### config.mk
export PLATFORM = sky130hd
export DESIGN_NAME = conv_window_fetch
export DESIGN_NICKNAME = d
export VERILOG_FILES = /design/src/rtl/conv_window_fetch.sv
export SDC_FILE = /design/constraint.sdc
export NUM_CORES = 1
export LEC_CHECK = 0
export ABC_AREA = 1
export BUFFER_PORTS_ARGS = -buffer_cell sky130_fd_sc_hd__buf_2
export CAP_MARGIN = 40
export CORE_ASPECT_RATIO = 0.6
export CORE_MARGIN = 2
export CORE_UTILIZATION = 53
export CTS_CLUSTER_SIZE = 10
export DETAILED_ROUTE_END_ITERATION = 16
export PLACE_DENSITY = 0.8
export SETUP_SLACK_MARGIN = 0.5
export SYNTH_ARGS = -nofsm -noshare
export SYNTH_HDL_FRONTEND = slang
export SYNTH_SLANG_ARGS = --single-unit
### constraint.sdc
create_clock -name clk -period 3.1 [get_ports clk]
set_input_delay 0 -clock clk [delete_from_list [all_inputs] [get_ports clk]]
set_output_delay 0 -clock clk [all_outputs]
set_load 0.005 [all_outputs]
### src/rtl/conv_window_fetch.sv
// Output-position counters and 3x3 window loader that answers the conv control FSM strobes.
// Optional feature macro CONV_WINDOW_REUSE_EN: reuse two window columns and fetch only column 2.
module conv_window_fetch #(
    parameter int DATA_W = 8,
    parameter int IMG_W  = 28,
    parameter int IMG_H  = 28,
    parameter int ADDR_W = 10
) (
    input  logic                clk,
    input  logic                rst_n,
    input  logic                addr_gen,
    input  logic                load,
    input  logic [1:0]          mux_sel,
    input  logic                counter_enable,
    output logic                load_done,
    output logic                done,
    output logic                mem_rd,
    output logic [ADDR_W-1:0]   mem_addr,
    input  logic [DATA_W-1:0]   mem_rdata,
    output logic [3*DATA_W-1:0] win_row,
    output logic [7:0]          out_row,
    output logic [7:0]          out_col
);
    localparam int OUT_W = IMG_W - 2;
    localparam int OUT_H = IMG_H - 2;

    typedef enum logic [1:0] {IDLE, FETCH, WAIT, DONE} state_t;
    state_t state, state_nxt;

    logic [ADDR_W-1:0] base;
    logic [ADDR_W-1:0] row_off;
    logic              loaded;
    logic [1:0]        rd_r, rd_c;
    logic              rd_last;
    logic              cap_en;
    logic [1:0]        cap_r, cap_c;
    logic [DATA_W-1:0] win [3][3];
    logic              reuse_mode;
    logic              col_wrap, grid_wrap;
    logic              start_fetch;

    assign col_wrap    = (out_col == 8'(OUT_W - 1));
    assign grid_wrap   = col_wrap && (out_row == 8'(OUT_H - 1));
    assign rd_last     = (rd_r == 2'd2) && (rd_c == 2'd2);
    assign start_fetch = (state == IDLE) && (state_nxt == FETCH);

`ifdef CONV_WINDOW_REUSE_EN
    logic reuse_ok;

    // Reuse is only legal when the previous window sits one column to the left.
    always_ff @(posedge clk or negedge rst_n) begin
        if (!rst_n) begin
            reuse_ok   <= 1'b0;
            reuse_mode <= 1'b0;
        end else begin
            if (counter_enable && col_wrap)
                reuse_ok <= 1'b0;
            else if (state == DONE)
                reuse_ok <= 1'b1;
            if (addr_gen)
                reuse_mode <= reuse_ok;
        end
    end
`else
    assign reuse_mode = 1'b0;
`endif

    always_ff @(posedge clk or negedge rst_n) begin
        if (!rst_n)
            state <= IDLE;
        else
            state <= state_nxt;
    end

    // addr_gen during an active fetch abandons it; a dropped load does not.
    always_comb begin
        state_nxt = state;
        case (state)
            IDLE:    if (load && !loaded) state_nxt = FETCH;
            FETCH:   if (addr_gen) state_nxt = IDLE;
                     else if (rd_last) state_nxt = WAIT;
            WAIT:    state_nxt = addr_gen ? IDLE : DONE;
            DONE:    state_nxt = IDLE;
            default: state_nxt = IDLE;
        endcase
    end

    always_comb begin
        row_off = '0;
        case (rd_r)
            2'd1:    row_off = ADDR_W'(IMG_W);
            2'd2:    row_off = ADDR_W'(2 * IMG_W);
            default: row_off = '0;
        endcase
    end

    always_comb begin
        mem_rd    = 1'b0;
        mem_addr  = '0;
        load_done = 1'b0;
        if (state == FETCH) begin
            mem_rd   = 1'b1;
            mem_addr = base + row_off + ADDR_W'(rd_c);
        end
        if (state == DONE)
            load_done = 1'b1;
    end

    always_ff @(posedge clk or negedge rst_n) begin
        if (!rst_n) begin
            rd_r   <= '0;
            rd_c   <= '0;
            cap_en <= 1'b0;
            cap_r  <= '0;
            cap_c  <= '0;
            base   <= '0;
            loaded <= 1'b0;
        end else begin
            cap_en <= (state == FETCH) && !addr_gen;
            cap_r  <= rd_r;
            cap_c  <= rd_c;
            if (start_fetch) begin
                rd_r <= '0;
                rd_c <= reuse_mode ? 2'd2 : 2'd0;
            end else if (state == FETCH) begin
                if (rd_c == 2'd2) begin
                    rd_r <= rd_r + 2'd1;
                    rd_c <= reuse_mode ? 2'd2 : 2'd0;
                end else begin
                    rd_c <= rd_c + 2'd1;
                end
            end
            if (addr_gen) begin
                base   <= ADDR_W'(out_row) * ADDR_W'(IMG_W) + ADDR_W'(out_col);
                loaded <= 1'b0;
            end else if (state == DONE) begin
                loaded <= 1'b1;
            end
        end
    end

    // Read data arrives one cycle after the strobe, so capture uses the delayed index.
    always_ff @(posedge clk or negedge rst_n) begin
        if (!rst_n) begin
            for (int r = 0; r < 3; r++)
                for (int c = 0; c < 3; c++)
                    win[r][c] <= '0;
        end else if (start_fetch && reuse_mode) begin
            for (int r = 0; r < 3; r++) begin
                win[r][0] <= win[r][1];
                win[r][1] <= win[r][2];
            end
        end else if (cap_en) begin
            win[cap_r][cap_c] <= mem_rdata;
        end
    end

    always_comb begin
        win_row = '0;
        case (mux_sel)
            2'd1:    win_row = {win[0][2], win[0][1], win[0][0]};
            2'd2:    win_row = {win[1][2], win[1][1], win[1][0]};
            2'd3:    win_row = {win[2][2], win[2][1], win[2][0]};
            default: win_row = '0;
        endcase
    end

    always_ff @(posedge clk or negedge rst_n) begin
        if (!rst_n) begin
            out_row <= '0;
            out_col <= '0;
            done    <= 1'b0;
        end else begin
            if (counter_enable) begin
                if (!col_wrap) begin
                    out_col <= out_col + 8'd1;
                end else begin
                    out_col <= '0;
                    out_row <= grid_wrap ? 8'd0 : out_row + 8'd1;
                end
            end
            if (counter_enable && grid_wrap)
                done <= 1'b1;
            else if (addr_gen)
                done <= 1'b0;
        end
    end

endmodule

# ---- Word level (Yosys, flattened, before mapping)
# Index checks and enable logic that the tools add are counted.
dict set report totals {
  mem_bits_rw 0
  n_memories 0
  register_bits 111
  romBits 0
  elab_cells 90
  latchBits 0
  in_bits 15
}
dict set report classes {
  order_cmp 4
  shifts 0
  bitwise_logic 2
  div 0
  reduce_logical 17
  addsub 7
  mul 1
  eq_ne 12
  n_mux 27
}
# cell n
set ops {}
lappend ops {{$bwmux 72} 1}
lappend ops {{$pmux 24 s3} 1}
lappend ops {{$demux 24 s2} 1}
lappend ops {{$mux 24} 1}
lappend ops {{$mux 8} 3}
lappend ops {{$mux 2} 10}
lappend ops {{$add 8x1->8 const B} 2}
lappend ops {{$demux 8 s2} 1}
lappend ops {{$eq 8x5->1 const B} 2}
lappend ops {{$eq 2x2->1 const B} 6}
lappend ops {{$pmux 6 s2} 1}
lappend ops {{$add 10x10->10} 1}
lappend ops {{$add 10x2->10} 1}
lappend ops {{$add 10x8->10} 1}
lappend ops {{$mux 10} 1}
lappend ops {{$eq 2x1->1 const B} 4}
lappend ops {{$logic_and 1x1->1} 8}
lappend ops {{$mul 8x3->8 const B} 1}
lappend ops {{$pmux 2 s4} 1}
lappend ops {{$reduce_bool 2->1} 4}
lappend ops {{$ge 3x3->1 const B} 2}
lappend ops {{$lt 3x1->1 const B} 2}
lappend ops {{$mux 1} 6}
lappend ops {{$not 2->3} 2}
lappend ops {{4 further kinds} 7}

# ---- Longest topological paths before layout
dict set report logic_depth {
  depth_word 9
  ltp_mapped 16
  mapped_depth_nobuf 16
}

# ---- Least setup slack after synthesis
# Ideal clock, no wire load.
dict set report synth_path {
  path_type {register -> register}
  from {register out_row[2]}
  to {register base[8]}
  t_arrival_ps 2791
  path_buffers 0
  required_ps 2966
  path_slack_ps 176
  period_less_slack_ps 2924
  stages_incl_launch_ff 16
  setup_time_ps 134
  cell_sequence {dfrtp_1 -> fa_1 -> ha_1 -> nand2_1 -> nand2_1 -> a21oi_1 -> xor2_1 -> inv_1 -> ha_1 -> nand2_1 -> nor2_1 -> nand2_1 -> o211ai_1 -> or2_2 -> nand3_1 -> o21ai_0}
}
dict set report synth_between {
  elab_chain_cells 2
}
# element line_no
set synth_lines {}
lappend synth_lines {{start: declaration} 21} ;# output logic [7:0] out_row,
lappend synth_lines {{start signal: assignment} 179} ;# out_row <= grid_wrap ? 8'd0 : out_row + 8'd1;
lappend synth_lines {{$mul 8x3->8} 134} ;# base <= ADDR_W'(out_row) * ADDR_W'(IMG_W) + ADDR_W'(out_col);
lappend synth_lines {{$add 10x8->10} 134}
lappend synth_lines {{end signal: assignment} 134}
lappend synth_lines {{end: declaration} 30} ;# logic [ADDR_W-1:0] base;
# No other way between the ends.
# A chain may end at the register's enable or synchronous reset.

# ---- Worst setup path in the final report
dict set report layout_path {
  from {register out_row[1]}
  to {register base[9]}
}
# Same word-level chain as after synthesis.

==> results.sh <==
export IMPL_rsz0062_at_grt="true"
export IMPL_yosys_warnings=0
export IMPL_areaGrowthSynthToFinish_pct=17.9
export IMPL_final_area_sq_mm=0.00696
export IMPL_root_buffer="clkbuf_16"
export IMPL_final_util=0.650
export IMPL_hp_class="primary input to register"
export IMPL_dr_pass1_iters=7
export IMPL_worst_slew_pin_slew_ns=0.812
export IMPL_ios=68
export IMPL_die_h_um=85.7
export IMPL_grt_usage=0.262
export IMPL_synth_seq_cells=111
export IMPL_rows=29
export IMPL_synthCells=722
export IMPL_holdWs_ns=0.116
export IMPL_drc_errors=0
export IMPL_route_vias_total=5208
export IMPL_ir_worst_vdd_uv=385
export IMPL_globalplace_congestion=0.963
export IMPL_routedWlPerCell_um=15.8
export IMPL_startpoint_type="register"
export IMPL_fin_nets=863
export IMPL_antenna_found_initial=0
export IMPL_drive_above_1_share=0.154
export IMPL_max_cap_violations=0
export IMPL_fillers=852
export IMPL_critPathRequiredTime_ns=3.34
export IMPL_syn_area_per_cell_sq_um=8.17
export IMPL_regArea_sq_mm=0.00278
export IMPL_place_area_sq_mm=0.00644
export IMPL_fp_coreArea_sq_mm=0.0107
export IMPL_seq_area_frac_synth=0.471
export IMPL_dp_slack_ns=0.190
export IMPL_io_buffers=67
export IMPL_power_density_mw_per_mm2=814
export IMPL_worst_slack_ns=0.250
export IMPL_place_hpwl_um=10900
export IMPL_htree_levels=3
export IMPL_antenna_left=0
export IMPL_status="finished, final reports clean"
export IMPL_fin_tns_setup_ns=0
export IMPL_timing_final_max_slew_violations=0
export IMPL_clock_path_buffers=2
export IMPL_clock_latency_ns=0.35
export IMPL_syn_area_sq_mm=0.00590
export IMPL_fin_crit_sh=0.919
export IMPL_synth_cell_types=31
export IMPL_wl_um=15000
export IMPL_drt_iter0_drc=480
export IMPL_max_freq_mhz=351
export IMPL_grt_pass1_vias=4894
export IMPL_cts_tree="done"
export IMPL_multi_input_area_sq_mm=0.00281
export IMPL_grt_overflow=0
export IMPL_fin_worst_skew_ns=0.0112
export IMPL_cp_arrival_ns=3.08
export IMPL_start_util=0.551
export IMPL_relSlewSlack=0.457
export IMPL_rrSetupSlack_ns=0.25
export IMPL_numCtsBuffers=9
export IMPL_die_x_um=140
export IMPL_fin_crit_ns=2.85
export IMPL_die_area_sq_mm=0.0120
export IMPL_clock_sinks=111
export IMPL_path_clk_slew_ns=0.07
export IMPL_finalSetupViolations=0
export IMPL_power_leakage_nw=3.59
export IMPL_n_antenna_cell=0
export IMPL_grt_pass1_wl_um=24800
export IMPL_endpoint_kind="register"
export IMPL_viasPerCell=5.46
export IMPL_grt_max_degree=47
export IMPL_hold_viol_final=0
export IMPL_synth_nets=775
export IMPL_path_class="register to register"
export IMPL_critPathMaxFanout=5
## cell usage after synthesis, drive strengths merged
cell type  number  area [sq um]
buf             4          26.3
dfrtp         111          2780
nand3b          1          7.51
fa              8           160
o21bai          1          7.51
nor2           35           141
a21boi          1          7.51
inv            87           327
xor2            9          78.8
nand3          55           285
nand4           5          31.3
nand2         223           837
a31o            1          8.76
o31ai           3          22.5
nor4            1          21.3
o22ai           2          12.5
clkbuf         13          48.8
o21ai          92           460
nor3            4          36.3
o221ai          8          70.1
o211ai          2          15.0
or2             1          6.26
ha             30           375
a21oi          22           110
xnor2           3          26.3
## cell usage in the layout, fill, tap and decap left out, drive strengths merged, types with 3 or more instances in the layout
master / n
fa: 8
ha: 30
xnor2: 3
o221ai: 8
dfrtp: 111
clkbuf: 10
xor2: 9
nand2: 223
dlygate4sd3: 11
nand4: 5
o21ai: 92
inv: 89
o31ai: 3
a21oi: 22
nor2: 35
buf: 83
clkinv: 3
nor3: 4
nand3: 55
## critical path, stage by stage (launching register included)
cell and delay, ns:
dfrtp_2 0.45, fa_1 0.53, ha_4 0.19, fa_2 0.35
xor2_1 0.16, ha_2 0.38, nand2_2 0.07, nor2_1 0.10
nand2_1 0.07, nand3_2 0.07, nand2_1 0.05, nand2_1 0.07
nand2_1 0.05, nand2_1 0.06, nand2_1 0.04, nand2_1 0.05
nand2_1 0.04
## state kept, by name (all words and copies together) (netlist names)
| register | cells |
|---|---|
| cap_r | 2 |
| done | 1 |
| out_row | 8 |
| rd_r | 2 |
| base | 10 |
| cap_c | 2 |
| rd_c | 2 |
| loaded | 1 |
| cap_en | 1 |
| state | 2 |
| out_col | 8 |
| win | 72 |
## timing repair
| action | in CTS | in global routing |
|---|---|---|
| pin swaps | 5 | 4 |
| gates resized for setup | 4 | 7 |
| setup endpoints to repair | 4 | 5 |
| hold buffers | 11 | 0 |
| buffers inserted | 8 | 4 |
| hold endpoints to repair | 61 | 0 |
## routing by layer
metal	track usage	share of wire
met4	0.0505	0.011
met1	0.414	0.49
met2	0.369	0.41
met5	0	0
met3	0.0614	0.091
## power breakdown
group,internal (W),leakage [nW],switching (W),total (W)
Sequential,0.00203,1.27,0.000422,0.00245
Clock,0.000570,0.139,0.000526,0.00110
Combinational,0.000836,2.18,0.00128,0.00211
Total,0.00344,3.59,0.00223,0.00566
## area by class of cell
class / count / area share
clock buffer: 10 / 0.0344
clock inverter: 5 / 0.00576
inverter: 87 / 0.0469
multi-input combinational: 507 / 0.404
sequential: 111 / 0.400
tap: 139 / 0.0250
timing repair buffer: 94 / 0.0835
## metrics by stage
step	cells	total power [W]
final	953	0.00566
after global routing	953	0.00608
after CTS	949	0.00558
after detailed placement	915	0.00445
after global placement	914	0.00431
after floorplan	722	0.00372
## kinds of logic after synthesis
logic type | count (synthesis) | share of synthesized area
adder cells (fa/ha/maj) | 38 | 0.0908
XOR/XNOR | 12 | 0.0178
AO/OA/AOI/OAI | 132 | 0.121
buffers and inverters | 104 | 0.0681
flip-flops | 111 | 0.471
AND/OR/NAND/NOR | 325 | 0.232
## final timing paths
path | startpoint | to | cells past startpoint
max in group asynchronous | rst_n | win[34] | 4
max | out_row[1] | base[9] | 16
max reg2reg | out_row[1] | base[9] | 16
min in group asynchronous | rst_n | out_row[6] | 2
min | load | state[0] | 3
min reg2reg | rd_r[1] | cap_r[1] | 0
(Power assumes the default switching activity.)
